==> src/rtl/bpm2per.sv <==
// BPM to beat-period converter: per_o = floor((MIN_NS/PULSE_PER_NS) / bpm_i) via a 24-step restoring divider.
// Optional macro BPM2PER_SAT_FLAG_EN adds the sat_o flag output.
module bpm2per #(
  parameter int unsigned     PULSE_PER_NS = 32'd5120,
  parameter int unsigned     BPMPER_MAX   = 32'd62600,
  parameter int unsigned     BPM_MAX      = 32'd250,
  parameter longint unsigned MIN_NS       = 64'd60_000_000_000,
  localparam int             BW           = $clog2(BPM_MAX + 1),
  localparam int             PW           = $clog2(BPMPER_MAX + 1)
) (
  input  logic          clk_i,
  input  logic          rst_i,
  input  logic [BW-1:0] bpm_i,
  input  logic          bpm_valid_i,
  output logic [PW-1:0] per_o,
  output logic          per_valid_o,
  output logic          busy_o
`ifdef BPM2PER_SAT_FLAG_EN
  ,
  output logic          sat_o
`endif
);

  localparam logic [23:0]   DIVIDEND  = 24'(MIN_NS / 64'(PULSE_PER_NS));
  localparam logic [23:0]   PER_MAX_Q = 24'(BPMPER_MAX);
  localparam logic [PW-1:0] PER_MAX_O = PW'(BPMPER_MAX);
  localparam logic [BW-1:0] BPM_MAX_B = BW'(BPM_MAX);

  typedef enum logic [1:0] {IDLE = 2'd0, CALC = 2'd1, DONE = 2'd2} state_t;

  state_t        state_q, state_d;
  logic          rst_ok_q;
  logic [7:0]    div_q, div_d;
  logic [23:0]   quo_q, quo_d;
  logic [8:0]    rem_q, rem_d;
  logic [4:0]    cnt_q, cnt_d;
  logic          zero_q, zero_d;
  logic [PW-1:0] per_q, per_d;
  logic          per_valid_q, per_valid_d;
  logic          busy_q, busy_d;
`ifdef BPM2PER_SAT_FLAG_EN
  logic          clamp_q, clamp_d;
  logic          sat_q, sat_d;
`endif

  logic          accept_s;
  logic [BW-1:0] bpm_clamped_s;
  logic [9:0]    trial_s;
  logic [9:0]    diff_s;

  // rst_ok_q blocks acceptance on the first edge after reset release
  assign accept_s      = (state_q == IDLE) && bpm_valid_i && rst_ok_q;
  assign bpm_clamped_s = (bpm_i > BPM_MAX_B) ? BPM_MAX_B : bpm_i;
  // Quotient register doubles as the dividend shifter; diff_s[9] is the borrow
  assign trial_s       = {rem_q, quo_q[23]};
  assign diff_s        = trial_s - {2'b00, div_q};

  always_ff @(posedge clk_i or negedge rst_i) begin
    if (!rst_i) begin
      state_q     <= IDLE;
      rst_ok_q    <= 1'b0;
      div_q       <= 8'd0;
      quo_q       <= 24'd0;
      rem_q       <= 9'd0;
      cnt_q       <= 5'd0;
      zero_q      <= 1'b0;
      per_q       <= {PW{1'b0}};
      per_valid_q <= 1'b0;
      busy_q      <= 1'b0;
`ifdef BPM2PER_SAT_FLAG_EN
      clamp_q     <= 1'b0;
      sat_q       <= 1'b0;
`endif
    end else begin
      state_q     <= state_d;
      rst_ok_q    <= 1'b1;
      div_q       <= div_d;
      quo_q       <= quo_d;
      rem_q       <= rem_d;
      cnt_q       <= cnt_d;
      zero_q      <= zero_d;
      per_q       <= per_d;
      per_valid_q <= per_valid_d;
      busy_q      <= busy_d;
`ifdef BPM2PER_SAT_FLAG_EN
      clamp_q     <= clamp_d;
      sat_q       <= sat_d;
`endif
    end
  end

  always_comb begin
    state_d = state_q;
    case (state_q)
      IDLE: begin
        if (accept_s) state_d = CALC;
        else          state_d = IDLE;
      end
      CALC: begin
        if (cnt_q == 5'd23) state_d = DONE;
        else                state_d = CALC;
      end
      DONE:    state_d = IDLE;
      default: state_d = IDLE;
    endcase
  end

  always_comb begin
    div_d       = div_q;
    quo_d       = quo_q;
    rem_d       = rem_q;
    cnt_d       = cnt_q;
    zero_d      = zero_q;
    per_d       = per_q;
    per_valid_d = 1'b0;
    busy_d      = (state_d != IDLE);
`ifdef BPM2PER_SAT_FLAG_EN
    clamp_d     = clamp_q;
    sat_d       = sat_q;
`endif
    case (state_q)
      IDLE: begin
        if (accept_s) begin
          div_d  = 8'(bpm_clamped_s);
          quo_d  = DIVIDEND;
          rem_d  = 9'd0;
          cnt_d  = 5'd0;
          zero_d = (bpm_i == {BW{1'b0}});
`ifdef BPM2PER_SAT_FLAG_EN
          clamp_d = (bpm_i > BPM_MAX_B);
`endif
        end else begin
          cnt_d = cnt_q;
        end
      end
      CALC: begin
        quo_d = {quo_q[22:0], ~diff_s[9]};
        rem_d = diff_s[9] ? trial_s[8:0] : diff_s[8:0];
        cnt_d = cnt_q + 5'd1;
      end
      DONE: begin
        per_valid_d = 1'b1;
        // Saturate in 24-bit space so large quotients never wrap into 16 bits
        if (zero_q || (quo_q > PER_MAX_Q)) per_d = PER_MAX_O;
        else                               per_d = PW'(quo_q);
`ifdef BPM2PER_SAT_FLAG_EN
        sat_d = zero_q | clamp_q | (quo_q > PER_MAX_Q);
`endif
      end
      default: begin
        per_valid_d = 1'b0;
      end
    endcase
  end

  assign per_o       = per_q;
  assign per_valid_o = per_valid_q;
  assign busy_o      = busy_q;
`ifdef BPM2PER_SAT_FLAG_EN
  assign sat_o       = sat_q;
`endif

endmodule

==> config.mk <==
export PLATFORM = sky130hd
export DESIGN_NAME = bpm2per
export DESIGN_NICKNAME = d
export VERILOG_FILES = /design/src/rtl/bpm2per.sv
export SDC_FILE = /design/constraint.sdc
export NUM_CORES = 1
export LEC_CHECK = 0
export CORE_MARGIN = 2
export CORE_UTILIZATION = 48
export DETAILED_ROUTE_END_ITERATION = 8
export PLACE_DENSITY = 0.68
export SYNTH_ARGS = -nofsm -noshare
export SYNTH_HDL_FRONTEND = slang
export SYNTH_SLANG_ARGS = --single-unit
==> constraint.sdc <==
create_clock -name clk_i -period 3.01 [get_ports clk_i]
set_input_delay 0.602 -clock clk_i [delete_from_list [all_inputs] [get_ports clk_i]]
set_output_delay 0.602 -clock clk_i [all_outputs]
set_load 0.01 [all_outputs]
==> run metrics, run 1 <==
area taken by flip-flops and latches 1700 um2; Leak about 1.8 nW; portion of the post-synthesis area used by sequential elements 48.7%; clock tree root buffer cell clkbuf_8; arrival time of the worst setup path 2.74 ns; clk_lat worst skew ~0.34 ns; number of H-tree branching levels 3; worst slew slack as a fraction of its limit a little under half; peak clock frequency supported by timing between 300 and 400 MHz; category of the most critical setup path register to register; Die Width ~89 um; path category of the worst min-delay check primary input to async pin; VDD IR max 0.000713 V; setup tns final 0 ns; detailed router's first-iteration violation count 108; switching power as a share of total power 43.3%; number of CTS-inserted buffers 9; net count after synthesis 395; #FFs+latches synth 68; RR Startpoint rem_q[5]; number of warnings issued by yosys 0; post-place instance area 3850 um2; residual overflow from global routing 0; final clock skew 0.00720 ns; instance count of the mapped netlist 374; buffer levels on the longest clock path 2; Critical Path Slowest Stage Cell a21oi_2; CTS clock-pin slew for the worst setup and hold paths roughly 0.080 ns; worst setup slack after placement slightly above 0.5 ns; DRC violations left 0; WHS 0.327 ns; sequential group share of total power 34.2%; Placed Cells incl. Taps 485; Port Buffers 28; final wirelength 7310 um; critical-path maximum fanout 14; overall global routing resource usage 20.1%; area of the core between 7000 and 8000 um2; global-route wire length before repair roughly 12000 um; routability congestion estimate from global placement approximately 0.85; area enclosed by the die boundary 7980 um2; clock sinks 68; Critical Path Source Type register; Avg WL per Cell approximately 15 um; Comb power frac 48.9%; result of the run finished clean; total power consumption of the routed design 4.67 mW; Antenna Nets Post-Route 0; maximum number of pins on one net before global-route repair 37; Internal 2.65 mW; endpoints failing hold 0; height of the die 89.3 um; share of synthesized registers carrying an async set or reset 100%; number of placement rows 31; count of hold-fix buffers inserted at cts 0; area delta synth->final 16.1%; post-synthesis area per instance 9.34 um2; worst reg2reg endpoint rem_q[5]; Buffers & Inverters on Critical Path 0; area occupied by multi-input gates 1630 um2; setup repair after global routing missed its margin false; number of endpoints failing setup at the final stage 0; post-cts repair resize count 0; Final Net Count approximately 420; power per unit of standard cell area 1150 nW/um2; HPWL after DPL 4950 um; post-CTS repair timing setup buffer count 0; crit path time final 2.51 ns; first drt pass iteration count 4; most area-consuming cells after synthesis dfrtp_1 (49%), nand2_1 (4.8%), nor2_1 (4.0%); max-capacitance violation count 0; cell depth of the worst setup path 6; effective utilization at floorplan 49.0%; flip-flop cell with the highest count after synthesis dfrtp_1; cell chain of the critical path ha_1, a21o_2, a221o_2, a21oi_2, mux2i_1, nand4_1; number of enable-type register cells in the synthesized netlist 0; share of layout cells above drive strength 1 between 9 and 10%; Clock Power Share 16.9%; Antenna Diode Count 0; cell type with the highest aggregate area in the netlist dfrtp_1; final worst-path setup slack around 0.50 ns; share of Yosys cell area claimed by the top area cell type 48.7%; top post-synthesis cells by count dfrtp_1 (68), nand2_1 (45), nor2_1 (37), o21ai_0 (26), nand3_1 (20); cell area after synthesis 3490 um2; total number of vias 2824; setup slack of the worst register-to-register path 0.50 ns; final instance area 4060 um2; clock tree from TritonCTS yes; period utilisation layout 83.3%; number of antenna violations at the first check in global routing 0; final-report max-slew violation count 0; number of global-route vias before repair approximately 2600; number of cell instances on the worst register-to-register path 6; CP peak stage delay around 0.54 ns; Distinct cells, synth 57; Critical Path End Type register; Filler Cells Inserted 676; Least-Margin Pin Slew 0.786 ns; Data required, critical path 3.24 ns; most frequently used cell type in the post-synthesis netlist dfrtp_1; core occupancy in the finished layout 56.9%; per-cell via count in the routed design 5.64; I/O Pins 29; Switch Pwr 2.02 mW; family with the most delay on the worst path compound AO/OA/AOI/OAI gates; non-filler instance count after layout 501
[sequential cells by signal, indices dropped and copies added, names as in the netlist]
register	flops
quo_q	24
per_o	16
rem_q	9
div_q	8
cnt_q	5
state_q	2
busy_o	1
per_valid_o	1
rst_ok_q	1
zero_q	1
[final cells by class]
| cell class | instances | share of cell area (%) |
|---|---|---|
| flip-flops and latches | 68 | 41.9 |
| multi-input cells | 268 | 40.2 |
| repair buffers | 34 | 8.20 |
| clock buffers | 11 | 3.73 |
| well taps | 99 | 3.05 |
| inverters | 16 | 1.48 |
| clock inverters | 5 | 1.45 |
[power groups by stage]
stage | registers, mW | clock network, mW | logic [mW]
floorplan | 1.50 | 0 | 1.91
global route | 1.65 | 0.846 | 2.58
finish | 1.60 | 0.788 | 2.29
global placement | 1.60 | 0 | 2.22
detailed placement | 1.62 | 0 | 2.28
CTS | 1.60 | 0.803 | 2.30
[worst reg2reg max path, cell delays in order (launching register included)]
cell	delay (ns)
dfrtp_1	0.42
ha_1	0.39
a21o_2	0.24
a221o_2	0.44
a21oi_2	0.54
mux2i_1	0.26
nand4_1	0.11
[cells by family (layout without fill, tap and decap cells)]
group	after synthesis	count (layout)	synth area share, %
AO/OA/AOI/OAI	89	89	17.5
buffers and inverters	38	66	4.87
flip-flops	68	68	48.7
AND/OR/NAND/NOR	159	159	22.5
XOR/XNOR	4	4	1.00
multiplexers	5	5	1.47
adder cells (fa/ha/maj)	10	10	3.80
other	1	1	0.107
[how the worst max path moves through the flow]
| stage | end | start | slack (ns) |
|---|---|---|---|
| 2_1_floorplan | rem_q[2] | rem_q[5] | 0.77 |
| 6_report | rem_q[5] | rem_q[5] | 0.50 |
| 3_3_place_gp | rem_q[5] | rem_q[5] | 0.59 |
| 4_1_cts | rem_q[6] | rem_q[5] | 0.50 |
| 3_5_place_dp | rem_q[6] | rem_q[5] | 0.51 |
| 5_1_grt | rem_q[2] | rem_q[4] | 0.33 |
[metal layers]
layer	routed length [um]	share of wire [%]	global-route usage [%]
met5	0	0	0
met1	3470	48	27.2
met2	3510	48	32.4
met3	199	2.7	3.05
met4	128	1.8	7.87
[placed cells by master (no fill, tap or decap), drive strengths merged, types with 3 or more instances in the layout]
cell type,n
a211oi,6
a21o,3
a21oi,21
a221oi,4
a22o,9
a31oi,3
and3,6
buf,7
clkbuf,11
clkdlybuf4s50,27
dfrtp,68
ha,9
inv,16
mux2i,4
nand2,45
nand2b,4
nand3,20
nand3b,3
nand4,13
nand4b,3
nor2,37
nor2b,4
nor3,6
nor3b,4
nor4,3
o211ai,3
o21ai,26
o22a,4
or3,3
or4,3
xor2,3
No activity file was read; power rests on OpenSTA's default activity.
==> inputs of run 2 (changes only) <==
Clock period 3.01 ns to 2.65 ns, I/O delays scaled along.
==> run 2 against run 1 <==
  * Sequential power grew 14%
  * Fmax grew 10%
  * Clock power shrank 1%
  * Largest cell class unchanged
  * Final area shrank 0.46%
  * Combinational power grew 16%
==> run metrics, run 2 (synthesis gave the netlist of run 1 again) <==
clock tree root buffer cell clkbuf_8; Critical Path Slowest Stage Cell dfrtp_1; count of hold-fix buffers inserted at cts 0 (unchanged); RR Startpoint rem_q[4]; detailed router's first-iteration violation count 124 (+15%); post-cts repair resize count 0 (unchanged); Antenna Nets Post-Route 0 (unchanged); Buffers & Inverters on Critical Path 1 (+1); number of endpoints failing setup at the final stage 0 (unchanged); routability congestion estimate from global placement 0.859 (+0.46%); result of the run finished clean; peak clock frequency supported by timing 440 MHz (+10%); arrival time of the worst setup path 2.49 ns (-0.25 ns); Antenna Diode Count 0 (unchanged); share of layout cells above drive strength 1 9.65% (+0.45 points); VDD IR max 0.000858 V (+20%); total number of vias 2793 (-1.1%); HPWL after DPL 5310 um (+7.4%); clock sinks 68 (unchanged); final clock skew 0.00717 ns (-0.0000358 ns); sequential group share of total power 34.6% (+0.4 points); power per unit of standard cell area 1300 nW/um2 (+13%); max-capacitance violation count 0 (unchanged); clk_lat worst skew 0.34 ns (about the same); number of H-tree branching levels 3 (unchanged); CP peak stage delay 0.43 ns (-0.11 ns); Final Net Count 420 (+0.48%); non-filler instance count after layout 503 (+0.40%); first drt pass iteration count 4 (unchanged); height of the die 89.3 um (unchanged); area enclosed by the die boundary 7980 um2 (unchanged); register ranked first by flip-flop count quo_q; Least-Margin Pin Slew 0.722 ns (-0.0644 ns); clock tree from TritonCTS yes; flip-flop count of the largest register, all copies and words added 24 (unchanged); beginning of the critical path rem_q[4]; final-report max-slew violation count 0 (unchanged); number of antenna violations at the first check in global routing 0 (unchanged); worst slew slack as a fraction of its limit 51.9% (+4.3 points); endpoints failing hold 0 (unchanged); Placed Cells incl. Taps 487 (+0.41%); Leak 1.77 nW (-0.20%); number of CTS-inserted buffers 9 (unchanged); Critical Path Source Type register; final wirelength 7630 um (+4.4%); maximum number of pins on one net before global-route repair 47 (+27%); Internal 2.91 mW (+9.9%); Critical Path End Type register; post-CTS repair timing setup buffer count 0 (unchanged); number of placement rows 31 (unchanged); buffer levels on the longest clock path 2 (unchanged); most common cell after layout, fill and taps aside dfrtp_1; Comb power frac 50.6% (+1.7 points); switching power as a share of total power 44.6% (+1.3 points); CTS clock-pin slew for the worst setup and hold paths 0.08 ns (about the same); residual overflow from global routing 0 (unchanged); path category of the worst min-delay check primary input to async pin; Clock Power Share 14.8% (-2.1 points); crit path time final 2.27 ns (-0.238 ns); setup tns final 0 ns (unchanged); Die Width 89.3 um (unchanged); Avg WL per Cell 15.2 um (+4.0%); Port Buffers 28 (unchanged); Switch Pwr 2.35 mW (+16%); area delta synth->final 15.6%; DRC violations left 0 (unchanged); per-cell via count in the routed design 5.55 (-1.5%); period utilisation layout 85.7% (+2.3 points); category of the most critical setup path register to register; commonest cells after routing, fill and taps aside dfrtp_1 (68), nand2_1 (45), nor2_1 (37); Data required, critical path 2.87 ns (-0.37 ns); family with the most delay on the worst path compound AO/OA/AOI/OAI gates; global-route wire length before repair 12700 um (+2.3%); cell chain of the critical path ha_1, and3_4, a221o_2, a21oi_2, buf_4, mux2i_1, nand4_1; area of the core 7140 um2 (unchanged); effective utilization at floorplan 49.0% (unchanged); I/O Pins 29 (unchanged); number of global-route vias before repair 2610 (unchanged); overall global routing resource usage 20.7% (+0.60 points); setup repair after global routing missed its margin false; critical-path maximum fanout 14 (unchanged)
[run 2: through the flow]
stage / total power, mW / instance area (um2) / setup WS [ns] / utilization, % / hold slack [ns]
final: 5.26 / 4040 / 0.379 / 56.6 / 0.153
after global routing: 5.72 / 4040 / 0.248 / 56.6 / 0.195
after CTS: 5.28 / 4040 / 0.372 / 56.6 / 0.160
after detailed placement: 4.49 / 3860 / 0.398 / 54.1 / 0.482
after global placement: 4.42 / 3860 / 0.450 / 54.1 / 0.472
after floorplan: 3.88 / 3490 / 0.414 / - / 0.234
[run 2: worst paths after layout]
path | to | slack (ns) | cells past startpoint
hold / removal | div_q[2] | 0.15 | 1
hold reg to reg | zero_q | 0.48 | 2
setup reg to reg | rem_q[6] | 0.38 | 7
setup / recovery | rem_q[6] | 0.38 | 7
min in group clk_i | zero_q | 0.48 | 2
max in group asynchronous | quo_q[4] | 1.88 | 2
[run 2: power groups by stage]
stage          clock network (mW)  logic [mW]  registers [mW]
2_1_floorplan                   0        2.17            1.71
3_3_place_gp                    0        2.60            1.82
3_5_place_dp                    0        2.65            1.83
4_1_cts                     0.798        2.67            1.82
5_1_grt                     0.855        2.99            1.88
6_report                    0.778        2.66            1.82
[run 2: worst reg2reg max path, cell delays in order, from the launching register on]
cell     delay (ns)
dfrtp_1        0.43
ha_1           0.39
and3_4         0.26
a221o_2        0.42
a21oi_2        0.12
buf_4          0.21
mux2i_1        0.21
nand4_1        0.11
[run 2: area by class of cell]
class / count / area [um2]
Timing Repair Buffer: 36 / 348
Sequential cell: 68 / 1700
Multi-Input combinational cell: 268 / 1630
Tap cell: 99 / 124
Inverter: 16 / 60.1
Clock inverter: 6 / 38.8
Clock buffer: 10 / 138
Fill cell: 670 / 3100
[run 2: metal layers]
metal  vias up  track usage, %  routed length, um
li1       1390               -                  -
met1      1337            27.2               3560
met2        56            34.1               3700
met3        10            4.16                257
met4         0            6.92                112
met5         -               0                  0
==> inputs of run 3 (changes only) <==
Clock period 2.65 ns to 2.15 ns, I/O delays scaled along.
==> run 3 against run 2 <==
  * Non-clock buffer count rose by 23
  * Die area did not move
  * Sequential share of layout area fell by 3.2 points
  * Wire length rose by 1.8%
  * Critical path type unchanged
  * Sequential cell count did not move
  * Core utilization rose by 4.8 points
  * Final cell count rose by 4.6%
  * Register-to-register slack got worse by 0.31 ns
  * First-iteration DRC count fell by 5.6%
  * Worst hold slack got worse by 0.061 ns
  * Global-route usage barely moved
  * Setup slack got worse by 0.31 ns
==> run metrics, run 3 (synthesis gave the netlist of run 1 again) <==
path category of the worst min-delay check primary input to async pin; power per unit of standard cell area 1710 nW/um2 (+32%); cell chain of the critical path ha_4, nand2_1, a211oi_4, a21oi_4, buf_12, or4_1, o2111ai_1; VDD IR max 0.00122 V (+42%); first drt pass iteration count 4 (unchanged); clock tree root buffer cell clkbuf_8; endpoints failing hold 0 (unchanged); HPWL after DPL 5300 um (-0.15%); clk_lat worst skew 0.34 ns (about the same); maximum number of pins on one net before global-route repair 69 (+47%); buffer levels on the longest clock path 2 (unchanged); Critical Path Source Type register; area enclosed by the die boundary 7980 um2 (unchanged); effective utilization at floorplan 49.0% (unchanged); CTS clock-pin slew for the worst setup and hold paths 0.08 ns (about the same); Data required, critical path 2.40 ns (-0.47 ns); setup repair after global routing missed its margin true; Switch Pwr 3.07 mW (+31%); crit path time final 2.08 ns (-0.190 ns); Antenna Nets Post-Route 0 (unchanged); clock sinks 68 (unchanged); overall global routing resource usage 20.6% (about the same); critical-path maximum fanout 9 (-5); final instance area 4380 um2 (+8.4%); DRC violations left 0 (unchanged); area of the core 7140 um2 (unchanged); post-place instance area 4010 um2 (+3.7%); Critical Path Slowest Stage Cell dfrtp_2; I/O Pins 29 (unchanged); commonest cells after routing, fill and taps aside dfrtp_1 (67), nand2_1 (45), nor2_1 (37); number of H-tree branching levels 3 (unchanged); peak clock frequency supported by timing 481 MHz (+9.1%); number of placement rows 31 (unchanged); period utilisation layout 96.8% (+11 points); Buffers & Inverters on Critical Path 1 (unchanged); result of the run finished clean; max-capacitance violation count 0 (unchanged); detailed router's first-iteration violation count 117 (-5.6%); final clock skew 0.00571 ns (-0.00146 ns); Avg WL per Cell 14.8 um (-2.7%); Port Buffers 28 (unchanged); area delta synth->final 25.3%; Internal 4.44 mW (+53%); Least-Margin Pin Slew 0.755 ns (+0.0332 ns); sequential group share of total power 29.9% (-4.7 points); final wirelength 7770 um (+1.8%); most common cell after layout, fill and taps aside dfrtp_1; routability congestion estimate from global placement 0.883 (+2.8%); worst slew slack as a fraction of its limit 49.7% (-2.2 points); number of endpoints failing setup at the final stage 0 (unchanged); Critical Path End Type register; setup slack of the worst register-to-register path 0.07 ns (-0.31 ns); family with the most delay on the worst path compound AO/OA/AOI/OAI gates; global-route wire length before repair 12600 um (-0.28%); Comb power frac 53.0% (+2.4 points); Antenna Diode Count 0 (unchanged); number of antenna violations at the first check in global routing 0 (unchanged); number of CTS-inserted buffers 9 (unchanged); total number of vias 2937 (+5.2%); count of hold-fix buffers inserted at cts 0 (unchanged); Clock Power Share 17.0% (+2.2 points); CP peak stage delay 0.44 ns (about the same); WHS 0.0925 ns (-0.0606 ns); final-report max-slew violation count 0 (unchanged); per-cell via count in the routed design 5.58 (+0.56%); share of layout cells above drive strength 1 17.1% (+7.4 points); residual overflow from global routing 0 (unchanged); height of the die 89.3 um (unchanged); arrival time of the worst setup path 2.33 ns (-0.16 ns); Final Net Count 443 (+5.5%); number of global-route vias before repair 2738 (+4.9%); clock tree from TritonCTS yes; flip-flop count of the largest register, all copies and words added 24 (unchanged); register ranked first by flip-flop count quo_q; Leak 1.92 nW (+8.6%); Die Width 89.3 um (unchanged); switching power as a share of total power 40.8% (-3.8 points); category of the most critical setup path register to register
-- run 3: final timing paths --
check,start,end,cells after the start
setup / recovery,rem_q[2],rem_q[0],7
hold / removal,rst_i,per_o[14],2
setup reg to reg,rem_q[2],rem_q[0],7
max in group asynchronous,rst_i,rem_q[2],2
min in group clk_i,zero_q,zero_q,2
hold reg to reg,zero_q,zero_q,2
-- run 3: area by class of cell --
cell class	count	area [um2]
Clock buffer	10	128
Clock inverter	6	113
Fill cell	633	2760
Inverter	16	60.1
Multi-Input combinational cell	268	1720
Sequential cell	68	1700
Tap cell	99	124
Timing Repair Buffer	59	533
-- run 3: power by group through the flow --
stage	Sequential [mW]	Clock, mW	Combinational [mW]
2_1_floorplan	2.10	0	2.70
3_3_place_gp	2.22	0	3.48
3_5_place_dp	2.24	0	3.58
4_1_cts	2.22	1.30	3.70
5_1_grt	2.31	1.35	4.41
6_report	2.25	1.28	3.98
-- run 3: what timing repair did --
item	4_1_cts	5_1_grt
gates resized for setup	0	13
pin swaps	0	3
buffers inserted	2	3
endpoints found under the setup margin	1	8
-- run 3: through the flow --
stage / power, mW / utilization (%) / setup TNS [ns] / instances / setup WS, ns
2_1_floorplan: 4.81 / - / -0.0832 / 374 / -0.0518
5_1_grt: 8.08 / 61.4 / -0.00334 / 526 / -0.00334
3_5_place_dp: 5.81 / 56.1 / -0.0112 / 505 / -0.0112
4_1_cts: 7.22 / 59.9 / 0 / 523 / 0.0181
3_3_place_gp: 5.70 / 56.1 / 0 / 505 / 0.0800
6_report: 7.51 / 61.4 / 0 / 526 / 0.0696
-- run 3: layer usage --
layer  up-vias  global-route usage, %  share of wire, %
li1       1440                      -                 -
met1      1436                   25.8                46
met2        51                   35.7                50
met3        10                   3.05               2.8
met4         0                   8.68               1.6
met5         -                      0                 0
